===== src/rtl/mcu_input_conditioner_if.sv =====
// Raw board inputs and conditioned core-side outputs of the MCU input conditioner.
// The board side drives raw_*; the conditioner drives prt*I, _INT, chg and int_state.
interface mcu_input_conditioner_if;
    logic [3:0] rawA;
    logic [3:0] rawB;
    logic [3:0] rawC;
    logic [3:0] rawD;
    logic       raw_int;
    logic [3:0] prtAI;
    logic [3:0] prtBI;
    logic [3:0] prtCI;
    logic [3:0] prtDI;
    logic       _INT;
    logic       chg;
    logic       int_state;  // debug view of the _INT pulse FSM: 1 while in PULSE

    modport master (
        output rawA, rawB, rawC, rawD, raw_int,
        input  prtAI, prtBI, prtCI, prtDI, _INT, chg, int_state
    );
    modport slave (
        input  rawA, rawB, rawC, rawD, raw_int,
        output prtAI, prtBI, prtCI, prtDI, _INT, chg, int_state
    );
endinterface


===== src/rtl/mcu_input_conditioner.sv =====
// Synchronises and debounces 16 port bits plus an interrupt source for the MCU core,
// turning a debounced falling edge of the interrupt into a fixed-width low pulse on _INT.
module mcu_input_conditioner #(
    parameter int         DIV       = 1000,
    parameter int         DEB       = 4,
    parameter int         INT_PULSE = 4,
    parameter logic [3:0] PORT_RST  = 4'h0
) (
    input  logic                    clk,
    input  logic                    reset,
    mcu_input_conditioner_if.slave  bus
);
    localparam logic [15:0] DIV_LAST   = 16'(DIV - 1);
    localparam logic [3:0]  DEB_LAST   = 4'(DEB - 1);
    localparam logic [7:0]  PULSE_LAST = 8'(INT_PULSE - 1);
    localparam logic [16:0] STABLE_RST = {1'b0, {4{PORT_RST}}};

    typedef enum logic {IDLE = 1'b0, PULSE = 1'b1} int_state_t;

    // Bit 16 is the interrupt source; bits 15:0 are ports D,C,B,A from high to low.
    logic [16:0]      raw_all;
    logic [16:0]      sync1;
    logic [16:0]      sync2;
    logic [16:0]      stable;
    logic [16:0]      stable_nxt;
    logic [16:0]      flip;
    logic [16:0][3:0] cnt;
    logic [16:0][3:0] cnt_nxt;
    logic [15:0]      pre;
    logic             tick;
    logic             chg_q;
    logic             int_n;
    logic             int_fall;
    logic [7:0]       pcnt;
    int_state_t       state;

    assign raw_all = {bus.raw_int, bus.rawD, bus.rawC, bus.rawB, bus.rawA};
    assign tick    = (pre == DIV_LAST);

    always_ff @(posedge clk or negedge reset) begin
        if (!reset) begin
            sync1 <= '0;
            sync2 <= '0;
            pre   <= '0;
        end else begin
            sync1 <= raw_all;
            sync2 <= sync1;
            pre   <= tick ? 16'd0 : pre + 16'd1;
        end
    end

    always_comb begin
        stable_nxt = stable;
        cnt_nxt    = cnt;
        flip       = '0;
        if (tick) begin
            for (int b = 0; b < 17; b++) begin
                if (sync2[b] != stable[b]) begin
                    if (cnt[b] == DEB_LAST) begin
                        stable_nxt[b] = sync2[b];
                        cnt_nxt[b]    = 4'd0;
                        flip[b]       = 1'b1;
                    end else begin
                        cnt_nxt[b] = cnt[b] + 4'd1;
                    end
                end else begin
                    cnt_nxt[b] = 4'd0;
                end
            end
        end
    end

    // A flip of bit 16 away from 1 is the debounced falling edge of the interrupt.
    assign int_fall = flip[16] & stable[16];

    always_ff @(posedge clk or negedge reset) begin
        if (!reset) begin
            stable <= STABLE_RST;
            cnt    <= '0;
            chg_q  <= 1'b0;
        end else begin
            stable <= stable_nxt;
            cnt    <= cnt_nxt;
            chg_q  <= |flip[15:0];
        end
    end

    always_ff @(posedge clk or negedge reset) begin
        if (!reset) begin
            state <= IDLE;
            int_n <= 1'b1;
            pcnt  <= 8'd0;
        end else begin
            case (state)
                IDLE: begin
                    if (int_fall) begin
                        state <= PULSE;
                        int_n <= 1'b0;
                        pcnt  <= PULSE_LAST;
                    end
                end
                PULSE: begin
                    if (pcnt == 8'd0) begin
                        state <= IDLE;
                        int_n <= 1'b1;
                    end else begin
                        pcnt <= pcnt - 8'd1;
                    end
                end
                default: begin
                    state <= IDLE;
                    int_n <= 1'b1;
                end
            endcase
        end
    end

    assign bus.prtAI     = stable[3:0];
    assign bus.prtBI     = stable[7:4];
    assign bus.prtCI     = stable[11:8];
    assign bus.prtDI     = stable[15:12];
    assign bus._INT      = int_n;
    assign bus.chg       = chg_q;
    assign bus.int_state = (state == PULSE);
endmodule


===== src/flat_wrapper.sv =====
// flat-port wrapper written by rule: the top's interface ports become plain ports
module mcu_input_conditioner_flat 
#(
    parameter int         DIV       = 1000,
    parameter int         DEB       = 4,
    parameter int         INT_PULSE = 4,
    parameter logic [3:0] PORT_RST  = 4'h0
)
  (clk, reset, bus_rawA, bus_rawB, bus_rawC, bus_rawD, bus_raw_int, bus_prtAI, bus_prtBI, bus_prtCI, bus_prtDI, bus__INT, bus_chg, bus_int_state);
  mcu_input_conditioner_if bus_i ();
  input  logic clk;
  input  logic reset;
  input wire logic [$bits(bus_i.rawA)-1:0] bus_rawA;
  input wire logic [$bits(bus_i.rawB)-1:0] bus_rawB;
  input wire logic [$bits(bus_i.rawC)-1:0] bus_rawC;
  input wire logic [$bits(bus_i.rawD)-1:0] bus_rawD;
  input wire logic [$bits(bus_i.raw_int)-1:0] bus_raw_int;
  output wire logic [$bits(bus_i.prtAI)-1:0] bus_prtAI;
  output wire logic [$bits(bus_i.prtBI)-1:0] bus_prtBI;
  output wire logic [$bits(bus_i.prtCI)-1:0] bus_prtCI;
  output wire logic [$bits(bus_i.prtDI)-1:0] bus_prtDI;
  output wire logic [$bits(bus_i._INT)-1:0] bus__INT;
  output wire logic [$bits(bus_i.chg)-1:0] bus_chg;
  output wire logic [$bits(bus_i.int_state)-1:0] bus_int_state;
  assign bus_i.rawA = bus_rawA;
  assign bus_i.rawB = bus_rawB;
  assign bus_i.rawC = bus_rawC;
  assign bus_i.rawD = bus_rawD;
  assign bus_i.raw_int = bus_raw_int;
  assign bus_prtAI = bus_i.prtAI;
  assign bus_prtBI = bus_i.prtBI;
  assign bus_prtCI = bus_i.prtCI;
  assign bus_prtDI = bus_i.prtDI;
  assign bus__INT = bus_i._INT;
  assign bus_chg = bus_i.chg;
  assign bus_int_state = bus_i.int_state;
  mcu_input_conditioner #(.DIV(DIV), .DEB(DEB), .INT_PULSE(INT_PULSE), .PORT_RST(PORT_RST)) u_core (.clk(clk), .reset(reset), .bus(bus_i));
endmodule

===== config.mk =====
export PLATFORM = sky130hd
export DESIGN_NAME = mcu_input_conditioner_flat
export DESIGN_NICKNAME = d
export VERILOG_FILES = /design/src/rtl/mcu_input_conditioner_if.sv /design/src/rtl/mcu_input_conditioner.sv /design/src/flat_wrapper.sv
export SDC_FILE = /design/constraint.sdc
export NUM_CORES = 1
export LEC_CHECK = 0
export CAP_MARGIN = 20
export CORE_UTILIZATION = 68
export DETAILED_ROUTE_END_ITERATION = 10
export DONT_BUFFER_PORTS = 1
export PLACE_DENSITY_LB_ADDON = 0.1
export SLEW_MARGIN = 25
export SYNTH_ARGS = -nofsm -noshare
export SYNTH_HDL_FRONTEND = slang
export SYNTH_SLANG_ARGS = --single-unit

===== constraint.sdc =====
create_clock -name clk -period 4.25 [get_ports clk]
set_input_delay 0.85 -clock clk [delete_from_list [all_inputs] [get_ports clk]]
set_output_delay 0.85 -clock clk [all_outputs]
set_load 0.02 [all_outputs]

==> impl_metrics.csv <==
group,metric,value,unit
outcome,status,"finished clean",
grt,grt_pass1_vias,4699,
drt,via_per_inst,6.063,
layout,nets,673,
grt,gr-usage-all-layers,0.2842,
clock_network,cts.repair.resized,0,
placement,dpl.hpwl,7.750,mm
die,row_count,35,
placement,place.gp.congestion,0.8096,
synthesis,syn-mean-instance-area,10.43,um^2
timing,period_share,0.5604,
setup_path,cp.required,4.68,ns
timing,setup_tns,0,ns
drt,drc,0,
job,drv_cap,0,
die,ios,38,
drt,wl_per_cell,16.96,um
layout,n_antenna_cell,0,
drt,vias,4699,
clock_network,h-tree-depth,4,
clock_network,cts.clk_slew.worst_paths,0.06,ns
synthesis,ys_warn_count,0,
layout,area_growth,8.726,%
synthesis,synth.distinct_cells,42,
setup_path,startpoint_type,"flip-flop",
grt,grt_antenna_before_repair,0,
layout,regArea,3655,um^2
pwr,p_leak,3.545,nW
synthesis,async_flop_share,1.000,
timing,setup_viol,0,
setup_path,crit_fanout,54,
hold_path,hold_class,"input port to async pin",
layout,multi_input_area,2710,um^2
timing,max_freq,419.8,MHz
drt,ant_nets,0,
clock_network,cts_tree,"built",
timing,fin_skew,0.008783,ns
synthesis,synth_ff_type,"dfrtp_1",
timing,relSlewSlack,0.5216,
setup_path,worst_setup_path_end_kind,"flip-flop",
synthesis,ys_seq_area_frac,0.5434,
pwr,finalPower,3.023,mW
die,chipWidth,101.5,um
clock_network,clock_sinks,146,
die,core_area,9415,um^2
layout,fill_cells,577,
synthesis,synthesis.nets,684,
timing,finalHoldViolCount,0,
synthesis,syn_area,6725,um^2
setup_path,worstSetupPathType,"flip-flop to flip-flop",
die,fp.dieArea,10290,um^2
timing,fin_crit,2.382,ns
synthesis,synth_area_leaders,"dfrtp_1 54%, nand2_1 7.6%, nand3_1 4.5%",
synthesis,yosysMostFrequentCell,"dfrtp_1",
clock_network,cts_buffers,17,
clock_network,cts.hold.buffers_added,1,
drt,drt-initial-drc-count,280,
synthesis,syn-instance-count,645,
drt,wirelength,13.14,mm
grt,grt_max_degree,146,
clock_network,post_cts_buffers,0,
clock_network,cts.path.max_buffers,2,
die,die_y,101.5,um
timing,grt_setup_unrepaired,"false",
die,initial_utilization,0.7143,
synthesis,synth_area_leader_cell,"dfrtp_1",
grt,grt_pass1_wl,21.83,mm
layout,drive_gt1_frac,0.1130,
synthesis,ys_ff_latch,146,
synthesis,ys_top_cells_by_count,"145 x dfrtp_1, 136 x nand2_1, 60 x nand3_1",
placement,io_buffers,0,
setup_path,r2r_slack,1.87,ns
setup_path,critPathArrivalTime,2.81,ns
pwr,powerDensity,413.4,nW/um^2
pwr,peakVddDrop,0.3656,mV
drt,firstDrtPassIters,5,
clock_network,clk_latency,0.54,ns
timing,slew_violations,0,
grt,gr-total-overflow,0,
clock_network,cts_root_buffer,"clkbuf_8",
synthesis,yosysTopAreaCellShare,0.5395,
timing,worst_pin_slew,0.7076,ns
synthesis,synth-edff-count,0,
logic make-up after synthesis:
group                      after synthesis  share of synthesized area
and+or+nand+nor                        268                     0.1844
DFF                                    146                     0.5434
AOI/OAI and AO/OA                       91                    0.09991
adders and majority gates               20                    0.03721
xor gates and xnor gates                31                    0.04037
muxes                                   20                    0.04056
buffers and inverters                   69                    0.05414
layout by cell type, fill, tap and decap left out, drive strengths merged, types with 11 or more instances in the layout:
master	count
a21oi	19
o22ai	17
mux2	19
xor2	24
clkbuf	19
dfrtp	145
nand3	60
nor2	17
a21o	11
nor3	26
ha	20
nand2	140
o31ai	28
inv	40
state kept, by name (all words and copies together) (netlist names):
signal,cells
u_core.bus.int_state,1
u_core.bus._INT,1
u_core.pcnt,8
u_core.bus.chg,1
u_core.stable,17
u_core.sync2,17
u_core.cnt,68
u_core.pre,16
u_core.sync1,17
final timing paths:
kind / from / end / depth (start not counted)
hold / removal: reset / u_core.bus._INT / 0
min in group clk: bus_rawC[1] / u_core.sync1[9] / 0
setup / recovery: u_core.pre[0] / u_core.pcnt[2] / 6
max in group asynchronous: reset / u_core.sync1[16] / 1
hold reg to reg: u_core.sync1[1] / u_core.sync2[1] / 0
setup reg to reg: u_core.pre[0] / u_core.pcnt[2] / 6
metal layers:
metal	GRT usage	wire, um
met1	0.3260	5545
met2	0.4830	6685
met3	0.08282	585
met4	0.1527	327
met5	0	0
final cells by class:
cell class,instances,area share
flip-flops and latches,146,0.4998
multi-input cells,430,0.3706
clock buffers,19,0.05903
clock inverters,12,0.02464
well taps,129,0.02207
inverters,37,0.01899
repair buffers,2,0.004791
report_power, final:
group / switching [mW] / leakage, nW / internal, mW
clock network: 0.591 / 0.295 / 0.970
logic: 0.0391 / 1.31 / 0.00764
registers: 0.00799 / 1.94 / 1.41
worst max-delay path: stages, from the launching register on:
cell	delay [ns]
dfrtp_1	0.43
ha_1	0.27
and4bb_2	0.29
and4_4	0.67
and4_1	0.32
mux2i_1	0.08
a21o_1	0.20
per-stage QoR:
| step | hold slack (ns) | std cells | area [um^2] | setup slack [ns] | utilization |
|---|---|---|---|---|---|
| floorplan | 0.3312 | 645 | 6725 | 2.427 | - |
| global placement | 0.3318 | 743 | 6670 | 1.643 | 0.7084 |
| detailed placement | 0.3347 | 743 | 6670 | 1.562 | 0.7084 |
| CTS | 0.1323 | 775 | 7310 | 1.537 | 0.7763 |
| global route | 0.1184 | 775 | 7312 | 1.763 | 0.7766 |
| finish | 0.1501 | 775 | 7312 | 1.868 | 0.7766 |
Note: power is estimated with default switching activity, not from simulation.
